File: config.mk
export PLATFORM = sky130hd
export DESIGN_NAME = op_slot_sequencer
export DESIGN_NICKNAME = d
export VERILOG_FILES = /design/src/rtl/op_slot_sequencer.sv
export SDC_FILE = /design/constraint.sdc
export NUM_CORES = 1
export LEC_CHECK = 0
export CAP_MARGIN = 20
export CORE_MARGIN = 3
export CORE_UTILIZATION = 25
export CTS_CLUSTER_DIAMETER = 50
export DETAILED_ROUTE_END_ITERATION = 6
export PLACE_DENSITY = 0.47
export SYNTH_ARGS = -nofsm -noshare
export SYNTH_HDL_FRONTEND = slang
export SYNTH_SLANG_ARGS = --single-unit
File: constraint.sdc
create_clock -name clk -period 2.2 [get_ports clk]
set_input_delay 0.66 -clock clk [delete_from_list [all_inputs] [get_ports clk]]
set_output_delay 0.66 -clock clk [all_outputs]
set_load 0.01 [all_outputs]
File: src/rtl/op_slot_sequencer.sv
// ---------------------------------------------------------------------------
// op_slot_sequencer
//
// Purpose:
//   Per-sample operator slot scheduler. Each sample_clk_en pulse starts a frame
//   in which every (bank, operator) slot is offered in turn to the shared
//   operator datapath over a valid/ready handshake. After each accepted slot
//   (except the last) SLOT_GAP idle cycles are inserted. Sample pulses that
//   arrive while a frame is still running are dropped and flagged in a sticky
//   overrun bit.
//
// Parameters:
//   NUM_BANKS         register banks per sample frame (>=1)
//   NUM_OPS_PER_BANK  operator slots per bank (>=1)
//   SLOT_GAP          idle cycles after each accepted slot except the last (>=0)
//
// Ports:
//   clk            in   system clock
//   reset          in   synchronous, active-high reset
//   sample_clk_en  in   1-cycle sample-rate pulse
//   op_ready       in   datapath can accept a slot this cycle
//   slot_valid     out  slot request; bank_num/op_num are valid
//   bank_num       out  current bank
//   op_num         out  current operator
//   frame_active   out  high while a frame is being issued (ISSUE or GAP)
//   frame_done     out  1-cycle pulse after the final slot is accepted
//   overrun        out  sticky: sample pulse arrived while frame_active
//   overrun_clr    in   clears overrun (an overrun event in the same cycle wins)
// ---------------------------------------------------------------------------
module op_slot_sequencer #(
   parameter  int NUM_BANKS        = 2,
   parameter  int NUM_OPS_PER_BANK = 18,
   parameter  int SLOT_GAP         = 2,
   localparam int BW = (NUM_BANKS > 1)        ? $clog2(NUM_BANKS)        : 1,
   localparam int OW = (NUM_OPS_PER_BANK > 1) ? $clog2(NUM_OPS_PER_BANK) : 1
) (
   input  logic          clk,
   input  logic          reset,
   input  logic          sample_clk_en,
   input  logic          op_ready,
   output logic          slot_valid,
   output logic [BW-1:0] bank_num,
   output logic [OW-1:0] op_num,
   output logic          frame_active,
   output logic          frame_done,
   output logic          overrun,
   input  logic          overrun_clr
);

   localparam int GW = (SLOT_GAP > 0) ? $clog2(SLOT_GAP + 1) : 1;

   localparam logic [BW-1:0] BANK_LAST = BW'(NUM_BANKS - 1);
   localparam logic [OW-1:0] OP_LAST   = OW'(NUM_OPS_PER_BANK - 1);
   // Value of the gap counter in the final idle cycle of a gap.
   localparam logic [GW-1:0] GAP_LAST  = GW'((SLOT_GAP > 0) ? (SLOT_GAP - 1) : 0);

   typedef enum logic [1:0] {
      IDLE  = 2'd0,
      ISSUE = 2'd1,
      GAP   = 2'd2
   } state_t;

   state_t        state_q, state_d;
   logic [BW-1:0] bank_q, bank_d;
   logic [OW-1:0] op_q, op_d;
   logic [GW-1:0] gap_cnt_q, gap_cnt_d;
   logic          slot_valid_q, slot_valid_d;
   logic          frame_active_q, frame_active_d;
   logic          frame_done_q, frame_done_d;
   logic          overrun_q, overrun_d;

   logic          accept;
   logic          last_accept;

   // slot_valid_q is high exactly when state_q is ISSUE, so accept only
   // happens in ISSUE; op_ready outside of it is ignored.
   assign accept = slot_valid_q & op_ready;

   // ------------------------------------------------------------------------
   // State register
   // ------------------------------------------------------------------------
   always_ff @(posedge clk) begin
      if (reset) begin
         state_q        <= IDLE;
         bank_q         <= '0;
         op_q           <= '0;
         gap_cnt_q      <= '0;
         slot_valid_q   <= 1'b0;
         frame_active_q <= 1'b0;
         frame_done_q   <= 1'b0;
         overrun_q      <= 1'b0;
      end else begin
         state_q        <= state_d;
         bank_q         <= bank_d;
         op_q           <= op_d;
         gap_cnt_q      <= gap_cnt_d;
         slot_valid_q   <= slot_valid_d;
         frame_active_q <= frame_active_d;
         frame_done_q   <= frame_done_d;
         overrun_q      <= overrun_d;
      end
   end

   // ------------------------------------------------------------------------
   // Next-state logic
   // ------------------------------------------------------------------------
   always_comb begin
      state_d     = state_q;
      bank_d      = bank_q;
      op_d        = op_q;
      gap_cnt_d   = gap_cnt_q;
      last_accept = 1'b0;

      case (state_q)
         IDLE: begin
            if (sample_clk_en) begin
               state_d = ISSUE;
               bank_d  = '0;
               op_d    = '0;
            end
         end

         ISSUE: begin
            if (accept) begin
               if (op_q == OP_LAST) begin
                  op_d = '0;
                  if (bank_q == BANK_LAST) begin
                     // Final slot of the frame: back to IDLE with indices cleared.
                     bank_d      = '0;
                     last_accept = 1'b1;
                  end else begin
                     bank_d = bank_q + 1'b1;
                  end
               end else begin
                  op_d = op_q + 1'b1;
               end

               if (last_accept) begin
                  state_d = IDLE;
               end else if (SLOT_GAP > 0) begin
                  state_d   = GAP;
                  gap_cnt_d = '0;
               end
               // SLOT_GAP == 0: stay in ISSUE for back-to-back slots.
            end
         end

         GAP: begin
            if (gap_cnt_q == GAP_LAST) begin
               state_d = ISSUE;
            end else begin
               gap_cnt_d = gap_cnt_q + 1'b1;
            end
         end

         default: begin
            state_d = IDLE;
            bank_d  = '0;
            op_d    = '0;
         end
      endcase
   end

   // ------------------------------------------------------------------------
   // Output logic (next values of the registered outputs)
   // ------------------------------------------------------------------------
   always_comb begin
      slot_valid_d   = (state_d == ISSUE);
      frame_active_d = (state_d != IDLE);
      frame_done_d   = last_accept;

      // A pulse during a running frame is dropped by the FSM (IDLE is the only
      // state that reacts to it) and recorded here. Setting beats clearing.
      overrun_d = overrun_q;
      if (sample_clk_en && frame_active_q) begin
         overrun_d = 1'b1;
      end else if (overrun_clr) begin
         overrun_d = 1'b0;
      end
   end

   assign slot_valid   = slot_valid_q;
   assign bank_num     = bank_q;
   assign op_num       = op_q;
   assign frame_active = frame_active_q;
   assign frame_done   = frame_done_q;
   assign overrun      = overrun_q;

endmodule

==> key figures <==
Critical path
  – R2R cell count: 5
  – CP cell instances: clkdlybuf4s50_1
  – Worst setup EP type: primary output
  – R2R Path Start: op_num[0]
  – Reg-to-reg endpoint: bank_num
  – Crit-path max FO: 7
  – Slowest-stage cell, CP: clkdlybuf4s50_1
  – Kind of critical path: flip-flop to primary output
  – Startpoint Class: flip-flop
  – Flop2flop setup slack: ~0.60 ns
  – Data required time at the worst endpoint: 1.54 ns
  – CP bufs+invs: 1
  – Max incr delay on CP: ~0.58 ns
  – Delay-heaviest family, CP: buffers and inverters
  – Crit path DAT: 1.31 ns

Clock tree
  – H-tree levels: 1
  – Clock latency on the worst-skew pair: 0.29 ns
  – CTS resizes: 0
  – Clk root buf: clkbuf_4
  – CTS buffer count: 3
  – Clk buf depth: 2
  – CTS tree: yes
  – Clock-pin slew on the worst setup and hold paths: about 0.080 ns
  – Post-CTS setup buffer count: 0
  – Clock sink count: 14
  – Hold buffers post-CTS: 0

Pwr
  – Internal power: roughly 400 uW
  – Sequential power share: 51.2%
  – Sw Pwr: 133 uW
  – Sw Share: between 20% and 30%
  – P_leak: ~0.3 nW
  – Clock share of power: 36.0%
  – Power share of the combinational group: 12.8%
  – Pwr dens: 603 nW/um2
  – Maximum VDD drop: around 250 uV

STA
  – Fraction of the cycle the final worst path needs: 89.6%
  – Setup Skew: 0.00812 ns
  – Min Tclk post-route: roughly 2.0 ns
  – Final setup TNS: 0 ns
  – RSZ-0062 raised after global routing: no
  – Slew @ Worst Pin: roughly 0.37 ns
  – Slew HR: about three quarters
  – Final Hold Fails: 0
  – Peak Freq: 0.507 GHz
  – Fin. max-slew vios: 0
  – Final setup violation count: 0

Floorplanning
  – Die Height: 57.6 um
  – # rows: 18
  – Die area: 3310 um2
  – Die W: 57.6 um
  – Starting Density: 26.6%
  – Placeable Area: 2500 um2
  – Io pins: 15

Cells and area
  – Most frequent cells in the layout: dfxtp_1, clkdlybuf4s50_1, a21oi_1, nor2_1, nand2_1
  – Area grow syn2layout: 32.8%
  – Layout cells sized above 1: a little over a tenth
  – Final net count: 103
  – Ant diodes: 0
  – Fin area: 882 um2
  – Filler cells: approximately 270

Detailed routing
  – Via count: 585
  – DRC violations left: 0
  – 1st-iter DRT viols: 3
  – ANT nets after route: 0
  – DR pass1 iterations: 2
  – WL/cell: 11.2 um
  – Vias/cell: between 4 and 5
  – Final WL: 1390 um

Place
  – Placer Congestion: 0.723
  – Placement-stage cell area: 846 um2
  – DP Wirelength: 1060 um
  – PortBufs: 14

Global route
  – Gr usage total: 9.52%
  – First-pass GRT wire length: 2480 um
  – Global route total overflow: 0
  – Largest net degree at the start of global routing: 12
  – Vias in the first global route: 561
  – Initial antenna violation count: 0

Logic synthesis
  – Synthesized area: 664 um2
  – Post-Syn Area per Cell: 8.74 um2
  – Synth warn: 0
  – Register bit count reported by yosys: 14
  – Syn nets: 84
  – Register area share after synthesis: 42.2%
  – Post-Synthesis Cells: 76
  – Netlist cell types: 30

Worst hold path
  – Worst hold stages: 2
  – WHS Endpoint: overrun
  – Hold Path Class: flip-flop to flip-flop
  – Worst Hold Launch: overrun

Flow run
  – MaxCap Viol Count: 0

Outcome
  – Status: complete, no violations
## cells in the mapped netlist, drive strengths merged
cell     number  area, um2
and2b         2       17.5
a2bb2oi       1       8.76
nand2b        3       18.8
a21oi         8       40.0
clkbuf        1       3.75
nand4         1       6.26
o21bai        1       7.51
nand2         6       22.5
a2111oi       1       8.76
nor2b         1       6.26
o2bb2ai       1       15.0
ha            3       37.5
nor3b         1       12.5
dfxtp        14        280
and4bb        1       16.3
nand3         4       20.0
nor3          2       10.0
or2b          1       7.51
o21ai         4       20.0
nor2          8       30.0
or3           3       18.8
nand4b        1       8.76
nor4b         1       8.76
a21o          1       7.51
a31oi         1       6.26
inv           3       11.3
o22ai         1       6.26
or4           1       7.51
## tightest hold or removal path: cells and delay by family (launching register included)
kind             cells  cell delay (ns)
flip-flops           1             0.32
AND/OR/NAND/NOR      1             0.06
AO/OA/AOI/OAI        1             0.05
## sequential cells by signal, indices dropped and copies added (netlist names)
signal and cells:
bank_num 1, frame_active 1, frame_done 1, gap_cnt_q 2, op_num 5, overrun 1, slot_valid 1, state_q 2
## area by class of cell
cell class | instances | area [um2] | area share, %
Multi-Input combinational cell | 58 | 369 | 41.8
Timing Repair Buffer | 15 | 148 | 16.7
Inverter | 3 | 11.3 | 1.28
Sequential cell | 14 | 280 | 31.8
Tap cell | 30 | 37.5 | 4.26
Clock buffer | 4 | 36.3 | 4.11
## worst max path at each step
stage	start	depth (start not counted)	to
floorplan	op_num[0]	5	bank_num
detailed placement	sample_clk_en	5	bank_num
finish	op_num[0]	1	op_num[0]
global route	op_num[0]	1	op_num[0]
CTS	op_num[0]	1	op_num[0]
global placement	sample_clk_en	5	bank_num
## power by group through the flow
stage          Sequential, mW  Combinational (mW)  Clock [mW]
2_1_floorplan           0.279              0.0368           0
3_3_place_gp            0.279              0.0689           0
3_5_place_dp            0.278              0.0692           0
4_1_cts                 0.273              0.0693       0.198
5_1_grt                 0.275              0.0767       0.208
6_report                0.272              0.0681       0.192
## cells by family after synthesis
kind of cell / count (synthesis) / share of synthesized area, %
and+or+nand+nor: 36 / 31.8
AOI/OAI and AO/OA: 19 / 18.1
DFF: 14 / 42.2
buffers and inverters: 4 / 2.26
adders and majority gates: 3 / 5.65
## through the flow
step	setup WS (ns)	hold WS [ns]	power (mW)	cells	util [%]
after floorplan	0.651	0.477	0.316	76	-
after global placement	0.160	0.455	0.347	120	33.8
after detailed placement	0.122	0.460	0.348	120	33.8
after CTS	0.201	0.474	0.540	124	35.3
after global routing	0.146	0.504	0.559	124	35.3
final	0.229	0.468	0.532	124	35.3
## metal layers
metal  wire length [um]  track usage (%)  up-vias
li1                   -                -      306
met1                689             12.1      264
met2                615             14.8       10
met3                 52             2.26        5
met4                 29             4.97        0
met5                  0                0        -
(Power assumes the default switching activity.)
